`src/rtl/inst_fetch_ctrl.sv`:
```
// IF-stage fetch sequencer: owns the PC, issues ROM reads and buffers returned
// words in a 2-entry skid FIFO; redirects flush the buffer and the in-flight read.
//
// state  | meaning
// S_BOOT | ROM initialising after reset, no fetches issued
// S_RUN  | fetching under FIFO credit, permanent until reset
module inst_fetch_ctrl #(
   parameter logic [31:0] RESET_PC    = 32'h0000_0000,
   parameter int          BOOT_CYCLES = 2,
   parameter int          BUF_DEPTH   = 2
) (
   input  logic        i_clk,
   input  logic        i_rst,
   output logic        o_rom_ce,
   output logic [31:0] o_rom_addr,
   input  logic [31:0] i_rom_inst,
   input  logic        i_redirect_valid,
   input  logic [31:0] i_redirect_pc,
   output logic        o_if_valid,
   input  logic        i_if_ready,
   output logic [31:0] o_if_pc,
   output logic [31:0] o_if_inst
);

   typedef enum logic {S_BOOT, S_RUN} state_t;

   localparam int             BCW       = (BOOT_CYCLES > 1) ? $clog2(BOOT_CYCLES) : 1;
   localparam logic [BCW-1:0] BOOT_LAST = BCW'(BOOT_CYCLES - 1);

   state_t          r_state;
   state_t          w_state_nxt;
   logic [BCW-1:0]  r_boot_cnt;
   logic [31:0]     r_pc;
   logic [31:0]     r_fetch_pc;
   logic            r_inflight;
   logic [1:0]      r_count;
   logic [31:0]     r_buf_pc   [2];
   logic [31:0]     r_buf_inst [2];

   logic            w_valid;
   logic            w_deq;
   logic            w_push;
   logic            w_rom_ce;
   logic [2:0]      w_credit;
   logic [1:0]      w_wr_idx;
   logic            w_unused_redir_lsb;

   assign w_valid  = (r_count != 2'd0);
   assign w_deq    = w_valid && i_if_ready;
   assign w_push   = r_inflight && !i_redirect_valid;
   // Entries still owed to the FIFO once this cycle's dequeue retires.
   assign w_credit = {1'b0, r_count} + {2'b00, r_inflight} - {2'b00, w_deq};
   assign w_wr_idx = r_count - {1'b0, w_deq};
   assign w_unused_redir_lsb = ^i_redirect_pc[1:0];

   always_comb begin
      w_state_nxt = r_state;
      w_rom_ce    = 1'b0;
      case (r_state)
         S_BOOT: begin
            if (r_boot_cnt == BOOT_LAST) w_state_nxt = S_RUN;
         end
         S_RUN: begin
            w_rom_ce = !i_redirect_valid && (w_credit < 3'(BUF_DEPTH));
         end
         default: w_state_nxt = S_BOOT;
      endcase
   end

   always_ff @(posedge i_clk or posedge i_rst) begin
      if (i_rst) begin
         r_state    <= S_BOOT;
         r_boot_cnt <= '0;
      end else begin
         r_state <= w_state_nxt;
         if (r_state == S_BOOT) r_boot_cnt <= r_boot_cnt + 1'b1;
      end
   end

   always_ff @(posedge i_clk or posedge i_rst) begin
      if (i_rst) begin
         r_pc       <= RESET_PC;
         r_fetch_pc <= RESET_PC;
         r_inflight <= 1'b0;
      end else if (i_redirect_valid) begin
         r_pc       <= {i_redirect_pc[31:2], 2'b00};
         r_inflight <= 1'b0;
      end else begin
         r_inflight <= w_rom_ce;
         if (w_rom_ce) begin
            r_pc       <= r_pc + 32'd4;
            r_fetch_pc <= r_pc;
         end
      end
   end

   // Head lives in slot 0; a dequeue shifts slot 1 down, and the push lands
   // after the shift so a simultaneous push/deq keeps order.
   always_ff @(posedge i_clk or posedge i_rst) begin
      if (i_rst) begin
         r_count       <= 2'd0;
         r_buf_pc[0]   <= '0;
         r_buf_pc[1]   <= '0;
         r_buf_inst[0] <= '0;
         r_buf_inst[1] <= '0;
      end else if (i_redirect_valid) begin
         r_count <= 2'd0;
      end else begin
         if (w_deq) begin
            r_buf_pc[0]   <= r_buf_pc[1];
            r_buf_inst[0] <= r_buf_inst[1];
         end
         if (w_push) begin
            r_buf_pc[w_wr_idx[0]]   <= r_fetch_pc;
            r_buf_inst[w_wr_idx[0]] <= i_rom_inst;
         end
         r_count <= r_count + {1'b0, w_push} - {1'b0, w_deq};
      end
   end

   assert property (@(posedge i_clk) disable iff (i_rst)
      w_push |-> (w_wr_idx < 2'(BUF_DEPTH)));

   assign o_rom_ce   = w_rom_ce;
   assign o_rom_addr = r_pc;
   assign o_if_valid = w_valid;
   assign o_if_pc    = w_valid ? r_buf_pc[0]   : 32'h0;
   assign o_if_inst  = w_valid ? r_buf_inst[0] : 32'h0;

endmodule

```
`config.mk`:
```
export PLATFORM = sky130hd
export DESIGN_NAME = inst_fetch_ctrl
export DESIGN_NICKNAME = d
export VERILOG_FILES = /design/src/rtl/inst_fetch_ctrl.sv
export SDC_FILE = /design/constraint.sdc
export NUM_CORES = 1
export LEC_CHECK = 0
export CAP_MARGIN = 20
export CORE_AREA = 2 2 140 142
export DETAILED_ROUTE_END_ITERATION = 10
export DIE_AREA = 0 0 142 144
export PLACE_DENSITY = 0.78
export SYNTH_ARGS = -nofsm -noshare
export SYNTH_HDL_FRONTEND = slang
export SYNTH_SLANG_ARGS = --single-unit
```
`constraint.sdc`:
```
create_clock -name i_clk -period 5.6 [get_ports i_clk]
set_input_delay 0.84 -clock i_clk [delete_from_list [all_inputs] [get_ports i_clk]]
set_output_delay 0.84 -clock i_clk [all_outputs]
set_load 0.02 [all_outputs]
```
Word level (Yosys, flattened, before mapping)
Cells that the tools add are included.
W data, S select, Z words.
Word-level totals
  output and inout port bits: 98
  input bits: 68
  logic and storage cells: 50
  register bits: 197
Cells by class
  add/subtract/negate cells: 7
  order comparisons: 3
  reduce and logical (&&, ||, !) cells: 9
  muxes and demuxes: 19
  bitwise operators: 2
Operators with widths (number)
  $mux W32: 9
  $bwmux W64: 2
  $mux W64: 2
  $add A32 B3 Y32 const B: 1
  $demux W32 S1: 1
  $logic_and A1 B1 Y1: 4
  $mux W1: 4
  $reduce_and A2 Y1: 2
  $reduce_bool A2 Y1: 2
  $add A2 B1 Y3: 1
  $lt A3 B2 Y1 const B: 1
  $sub A3 B1 Y3: 1
  $add A2 B1 Y2: 1
  $ge A2 B2 Y1 const B: 1
  $lt A2 B1 Y1 const B: 1
  $mux W2: 1
  $not A1 Y2: 1
  $sub A2 B1 Y2: 1
  $add A1 B1 Y1 const B: 1
  $logic_not A1 Y1: 1
  $not A1 Y1: 1
  $sub A1 B1 Y1: 1

Longest topological paths before layout
Gate-level depths: netlist (run 1).
  word-level depth: 10
  mapped depth: 11
  mapped depth without buffers: 8

Worst setup path after synthesis (run 1)
OpenSTA, ideal clock, no wires.
  path kind: input to register
  start: input i_if_ready
  end: register r_pc[26], in the netlist o_rom_addr[26]
  arrival time: 3.065 ns
  setup slack: 2.393 ns
  data required time: 5.459 ns
  setup time: 0.141 ns
  path buffers: 2
  stages on the path: 10
  cell sequence: nand3b_1 o21ai_0 nand2_1 fa_1 xor2_4 or4_1 buf_2 buf_2 o41ai_1 a31oi_1
On the way
  word-level cells in the longest chain between the ends: 6
RTL lines
  start, declared: RTL line 20  | input logic i_if_ready,
  $logic_and A1 B1 Y1: RTL line 49  | assign w_deq = w_valid && i_if_ready;
  $sub A3 B1 Y3: RTL line 52  | assign w_credit = {1'b0, r_count} + {2'b00, r_inflight} - {2'b00, w_deq};
  $lt A3 B2 Y1: RTL line 64  | w_rom_ce = !i_redirect_valid && (w_credit < 3'(BUF_DEPTH));
  $logic_and A1 B1 Y1: RTL line 64
  $mux W1: RTL line 59  | case (r_state)
  $reduce_bool A2 Y1 (no source line)
  end signal, assigned: RTL line 86  | r_pc <= {i_redirect_pc[31:2], 2'b00};
  end signal, assigned: RTL line 91  | r_pc <= r_pc + 32'd4;
  end, declared: RTL line 33  | logic [31:0] r_pc;
Every way passes these cells.
A chain may end at the register's enable or synchronous reset.

Worst setup path in the final report (run 1)
  start: input i_if_ready
  end: output o_rom_ce
On the way
  word-level cells in the longest chain between the ends: 5
RTL lines
  $logic_and A1 B1 Y1: RTL line 49
  $sub A3 B1 Y3: RTL line 52
  $lt A3 B2 Y1: RTL line 64
  $logic_and A1 B1 Y1: RTL line 64
  $mux W1: RTL line 59
  end, declared: RTL line 14  | output logic o_rom_ce,
Every way passes these cells.

==> reports/metrics.yaml, run 1 <==
setup_path:
  r2r-end: "o_rom_addr[24]$_DFFE_PP0P_"
  cp_data_arrival_time_ns: 3.75
  rr_worst_depth: 8
  cp.required_ns: 4.76
  cp-start-kind: "input port"
  end_kind: "output pin"
  worstReg2RegStart: "r_count[1]$_DFF_PP0_"
  path_max_fanout: 5
  worstSetupPathType: "in -> out"
  ff2ff_setup_slack_ns: 1.95
sta:
  fin_ws_ns: 1.009
  period_share_pct: 81.98
  period_minus_slack_ns: 4.591
  setup_tns_ns: 0
  fmax_mhz: 217.8
  fin_worst_skew_ns: 0.01134
  setup_violations: 0
  tightestPinTransition_ns: 1.076
  drv_slew: 0
  finalHoldViolCount: 0
  rsz0062_at_grt: "false"
  relSlewSlack_pct: 28.24
clock_network:
  path_clk_slew_ns: 0.07
  cts_buffers: 17
  htreeDepth: 4
  clock_latency_ns: 0.43
  postCtsSetupRepairBufs: 0
  clk_path_buf_depth: 2
  cts_resized: 0
  cts_tree: "yes"
  cts_hold_buf: 0
  clockRootBuffer: "clkbuf_16"
  clock_sinks: 191
finish:
  synthToLayoutAreaGrowth_pct: 27.07
  diodes: 0
  layout-drive-gt1-share_pct: 16.01
  design_area_sq_mm: 0.01117
  fin_nets: 972
global_routing:
  antenna_found_initial: 0
  grt.busiest_layer: "met2"
  grt_max_degree: 192
  gr-usage-met2_pct: 32.06
  grt.met1_usage_pct: 29.45
  first_global_vias: 6226
  grt_overflow: 0
  grt_usage_pct: 20.51
  met3_usage_pct: 3.444
  grt_pass1_wl_mm: 32.98
synthesis:
  yosys_most_used_dff: "dfrtp_1"
  async_flop_share_pct: 100.0
  ys_seq_area_share_pct: 54.39
  synth_area_sq_mm: 0.008787
  yosysUniqueCellTypes: 44
  synth_seq_cells: 191
  yosys_warnings: 0
  synth_area_per_cell_sq_um: 11.50
  synth_edf_count: 0
  syn_inst: 764
floorplan:
  core_sq_mm: 0.01908
  die_h_um: 144
  die_area_sq_mm: 0.02045
  dieWidth_um: 142
  rows: 51
  initial_core_util_pct: 46.06
  design.portCount: 166
place:
  dp_hpwl_mm: 13.22
  placed_cell_area_sq_mm: 0.01060
  post-place-ws_ns: 1.055
  io_buffers: 161
  place_congestion: 0.8378
power:
  ir_drop_v: 0.0002233
  switching_share_pct: 33.18
  power_leakage_nw: 4.724
  p_sw_mw: 1.798
  p_seq_share_pct: 43.5
  combPwrFrac_pct: 35.0
  p_clk_share_pct: 21.5
  power_density_mw_per_mm2: 485.4
  p_int_mw: 3.621
outcome:
  status: "finished, final reports clean"
routing:
  wire_per_inst_um: 17.83
  vias: 6486
  drc: 0
  routed_wl_mm: 20.50
  vias_per_cell: 5.640
  ant_nets: 0
  first_iter_violations: 385
  drtPass1Iterations: 4
min_path:
  hp-start: "r_boot_cnt$_DFFE_PP0N_"
  hold-path-cell-count: 1
  hold_path.class: "reg -> reg"
  min_to: "r_boot_cnt$_DFFE_PP0N_"
job:
  cap_viol_max_count: 0
state kept, by name (all words and copies together), names as in the netlist:
signal and cells:
r_count 2, r_buf_pc 62, r_inflight 1, r_boot_cnt 1, r_state 1, r_buf_inst 64
r_fetch_pc 30, o_rom_addr 30
power groups by stage:
stage / registers [mW] / clock network, mW / logic [mW]
after global placement: 2.34 / 0 / 1.86
after floorplan: 2.26 / 0 / 1.28
after detailed placement: 2.38 / 0 / 1.91
after global routing: 2.44 / 1.26 / 2.06
final: 2.36 / 1.16 / 1.90
after CTS: 2.36 / 1.19 / 1.92
layer usage:
metal  share of wire (%)  wire, um
met3                 4.4       907
met5                   0         0
met1                  48      9829
met4                 1.3       267
met2                  46      9498
metrics by stage:
step	instances	total power, mW	utilization (%)	hold WS [ns]
2_1_floorplan	765	3.541	-	0.4392
3_3_place_gp	1119	4.194	55.56	0.4532
3_5_place_dp	1119	4.290	55.56	0.4613
4_1_cts	1150	5.467	58.52	0.4752
5_1_grt	1150	5.754	58.52	0.4911
6_report	1150	5.419	58.52	0.4756
cells by family after synthesis:
kind of cell / after synthesis / synth area share [%]
AOI/OAI and AO/OA: 114 / 9.398
xor gates and xnor gates: 12 / 1.410
adders and majority gates: 4 / 0.6550
buffers and inverters: 65 / 3.004
DFF: 191 / 54.39
muxes: 120 / 14.98
other: 1 / 0.04268
and+or+nand+nor: 257 / 16.12
cell usage in the layout, fill, tap and decap left out, drive strengths merged, types with 2 or more instances in the layout:
cell type        n
a31oi           16
and2            68
o41ai            2
o211ai           3
a21oi           29
dfrtp          191
or3              3
xnor2            9
mux2            92
nor4             8
nand3           15
nand2           31
nor2b            2
o31ai            8
conb             2
nand4b           2
o21ai           14
inv             14
and3            39
clkdlybuf4s50  161
a31o             3
and4             2
mux2i           28
ha               3
nor2            49
buf              9
clkinvlp         2
a221o           35
xor2             3
nand4            9
clkinv           5
nor3             6
clkbuf          20
or2              5
or4             15
how the worst max path moves through the flow:
stage	startpoint	to	slack, ns	cells after the start
2_1_floorplan	i_rst	o_rom_addr[10]$_DFFE_PP0P_	2.30	1
3_3_place_gp	i_if_ready	o_rom_ce	1.06	9
3_5_place_dp	i_if_ready	o_rom_ce	1.06	9
4_1_cts	i_if_ready	o_rom_ce	1.02	9
5_1_grt	i_if_ready	o_rom_ce	0.88	9
6_report	i_if_ready	o_rom_ce	1.01	9
cell usage after synthesis, types with 6 or more instances:
cell type	number	share of area, %
dfrtp_1	191	54
mux2_2	92	12
and2_1	68	4.8
nor2_1	49	2.1
clkbuf_1	40	1.7
and3_1	39	2.8
a221o_1	35	4.0
nand2_1	31	1.3
a21oi_1	29	1.7
mux2i_1	28	3.2
a31oi_1	16	1.1
nand3_1	15	0.85
or4_1	15	1.3
o21ai_0	14	0.80
inv_1	11	0.47
nand4_1	9	0.64
xnor2_1	9	0.90
nor4_1	8	0.57
o31ai_1	8	0.68
buf_1	7	0.30
nor3_1	6	0.34
critical path, stage by stage:
cell and delay [ns]:
clkdlybuf4s50_1 0.57, nand3b_1 0.20, o21ai_0 0.26, nand2_1 0.13
fa_1 0.49, xnor2_1 0.35, nand3_1 0.20, inv_1 0.09
clkdlybuf4s50_1 0.60
area by class of cell:
type / instances / area [sq um]
Clock inverter: 11 / 107.6
Inverter: 11 / 45.04
Fill cell: 1565 / 7914
Multi-Input combinational cell: 509 / 3787
Sequential cell: 191 / 4780
Clock buffer: 20 / 456.7
Tap cell: 238 / 297.8
Timing Repair Buffer: 170 / 1692
Note: power is estimated with default switching activity, not from simulation.
==> run 2: changes to the inputs <==
Settings changed: CORE_AREA 2 2 140 142 to 2 2 133 135, DIE_AREA 0 0 142 144 to 0 0 135 137, PLACE_DENSITY 0.78 to 0.82.
Clock period 5.6 ns to 4.5 ns, I/O delays scaled along.
==> run 2 against run 1 <==
Against the previous run:
- highest routed layer unchanged
- routed wire length decreased by 2.3%
- global-route usage increased by 2.0 points
- clock skew decreased by 0.0023 ns
- design area increased by 0.37%
- setup slack got worse by 0.61 ns
- sequential cell count unchanged
- worst hold slack about the same
- clock power increased by 23%
==> reports/metrics.yaml, run 2 (synthesis gave the netlist of run 1 again) <==
sta:
  period_share_pct: 91.04
  drv_slew: 0  # unchanged
  setup_violations: 0  # unchanged
  tightestPinTransition_ns: 0.9868  # -0.08959 ns
  fin_worst_skew_ns: 0.009028  # -0.002310 ns
  rsz0062_at_grt: "false"
  fmax_mhz: 244.1
  finalHoldViolCount: 0  # unchanged
  relSlewSlack_pct: 34.22  # +6.0 points
  setup_tns_ns: 0  # unchanged
  period_minus_slack_ns: 4.097
finish:
  diodes: 0  # unchanged
  layout.cells.non_filler: 1142  # -0.70%
  largest_register_ffs: 64  # unchanged
  layout_common_cells: "191 x dfrtp_1, 161 x clkdlybuf4s50_1, 92 x mux2_2"
  fin_nets: 976  # +0.41%
  synthToLayoutAreaGrowth_pct: 27.54
  top_register: "r_buf_inst"
  reg_top3: "r_buf_inst x64, r_buf_pc x62"
  layout-drive-gt1-share_pct: 16.47  # +0.46 points
  final_common_cell: "dfrtp_1"
place:
  dp_cells: 1109  # -0.89%
  io_buffers: 161  # unchanged
  dp_hpwl_mm: 12.96  # -1.9%
  place_congestion: 0.8376  # about the same
power:
  power_density_mw_per_mm2: 601.3  # +24%
  ir_drop_v: 0.0003717  # +66%
  total_power_mw: 6.738  # +24%
  power_leakage_nw: 4.754  # +0.62%
setup_path:
  critPathMostFrequentCell: "clkdlybuf4s50_1"
  rr_worst_depth: 8  # unchanged
  cp_data_arrival_time_ns: 3.42  # -0.33 ns
  cp.required_ns: 3.83  # -0.93 ns
  cp-startpoint: "i_if_ready"
  cp-start-kind: "input port"
  path_max_fanout: 4  # -1
  crit_path_top_delay_cell: "clkdlybuf4s50_1"
  ff2ff_setup_slack_ns: 0.92  # -1.03 ns
  slowest_delay_ns: 0.60  # about the same
  worstReg2RegStart: "r_count[1]$_DFF_PP0_"
  r2r-end: "o_rom_addr[24]$_DFFE_PP0P_"
  crit_chain: "clkdlybuf4s50_1 > nand3b_1 > o21ai_0 > nand2_1 > fa_1 > xnor2_1 > nand3_1 > inv_1 > clkdlybuf4s50_1"
  end_kind: "output pin"
  worstSetupPathType: "in -> out"
clock_network:
  clock_latency_ns: 0.43  # about the same
  htreeDepth: 4  # unchanged
  cts_tree: "yes"
  cts_buffers: 17  # unchanged
  path_clk_slew_ns: 0.06  # about the same
  cts_resized: 0  # unchanged
  clockRootBuffer: "clkbuf_16"
  postCtsSetupRepairBufs: 0  # unchanged
  clock_sinks: 191  # unchanged
  clk_path_buf_depth: 2  # unchanged
  cts_hold_buf: 0  # unchanged
global_routing:
  antenna_found_initial: 0  # unchanged
  first_global_vias: 6334  # +1.7%
  grt_max_degree: 73  # -62%
  grt_overflow: 0  # unchanged
  grt_usage_pct: 22.49  # +2.0 points
  grt_pass1_wl_mm: 32.73  # -0.78%
floorplan:
  rows: 48  # -5.9%
  die_h_um: 137  # -4.9%
  design.portCount: 166  # unchanged
  die_area_sq_mm: 0.01850  # -9.6%
  initial_core_util_pct: 51.52  # +5.5 points
  core_sq_mm: 0.01706  # -11%
  dieWidth_um: 135  # -4.9%
routing:
  vias_per_cell: 5.683  # +0.76%
  vias: 6490  # +0.062%
  ant_nets: 0  # unchanged
  drc: 0  # unchanged
  routed_wl_mm: 20.04  # -2.3%
  wire_per_inst_um: 17.54  # -1.6%
  first_iter_violations: 375  # -2.6%
  drtPass1Iterations: 4  # unchanged
min_path:
  min_to: "r_buf_pc[32]$_DFFE_PP0N_"
  hp-start: "r_buf_pc[32]$_DFFE_PP0N_"
  hold-path-cell-count: 1  # unchanged
  hold_path.class: "reg -> reg"
outcome:
  status: "finished, final reports clean"
job:
  cap_viol_max_count: 0  # unchanged
run 2: critical path, delay by kind of cell:
kind,cells,cell delay [ns]
AOI/OAI and AO/OA,1,0.22
buffers and inverters,3,1.29
xor gates and xnor gates,1,0.24
adders and majority gates,1,0.48
and+or+nand+nor,3,0.51
run 2: stage by stage:
stage	hold slack, ns	worst slack (ns)	cell area, sq um	utilization (%)
final	0.4759	0.4031	11210	65.71
after global routing	0.5070	0.2370	11210	65.71
after CTS	0.4828	0.4124	11180	65.54
after detailed placement	0.4592	0.3157	10600	62.16
after global placement	0.4542	0.4104	10600	62.16
after floorplan	0.4392	1.363	8795	-
run 2: layer usage:
metal,share of wire (%),GRT usage (%),wire length (um)
met1,47,32.16,9429
met2,47,35.39,9326
met3,5.2,3.481,1037
met4,1.2,7.465,242
met5,0,0,0
run 2: how the worst max path moves through the flow:
stage                                  to  slack [ns]
3_3_place_gp   o_rom_addr[24]$_DFFE_PP0P_        0.41
6_report                         o_rom_ce        0.40
4_1_cts                          o_rom_ce        0.41
2_1_floorplan  o_rom_addr[10]$_DFFE_PP0P_        1.36
3_5_place_dp   o_rom_addr[24]$_DFFE_PP0P_        0.32
5_1_grt                          o_rom_ce        0.24
run 2: final cells by class:
| type | count | area (sq um) |
|---|---|---|
| Clock buffer | 25 | 525.5 |
| Timing Repair Buffer | 174 | 1742 |
| Inverter | 11 | 45.04 |
| Multi-Input combinational cell | 509 | 3782 |
| Clock inverter | 7 | 51.30 |
| Fill cell | 1321 | 5849 |
| Sequential cell | 191 | 4780 |
| Tap cell | 225 | 281.5 |
run 2: power by group:
| part | leakage (nW) | switching, mW | total (mW) | internal [mW] |
|---|---|---|---|---|
| Combinational | 2.17 | 1.11 | 2.38 | 1.28 |
| Sequential | 2.31 | 0.470 | 2.92 | 2.45 |
| Clock | 0.281 | 0.622 | 1.43 | 0.812 |
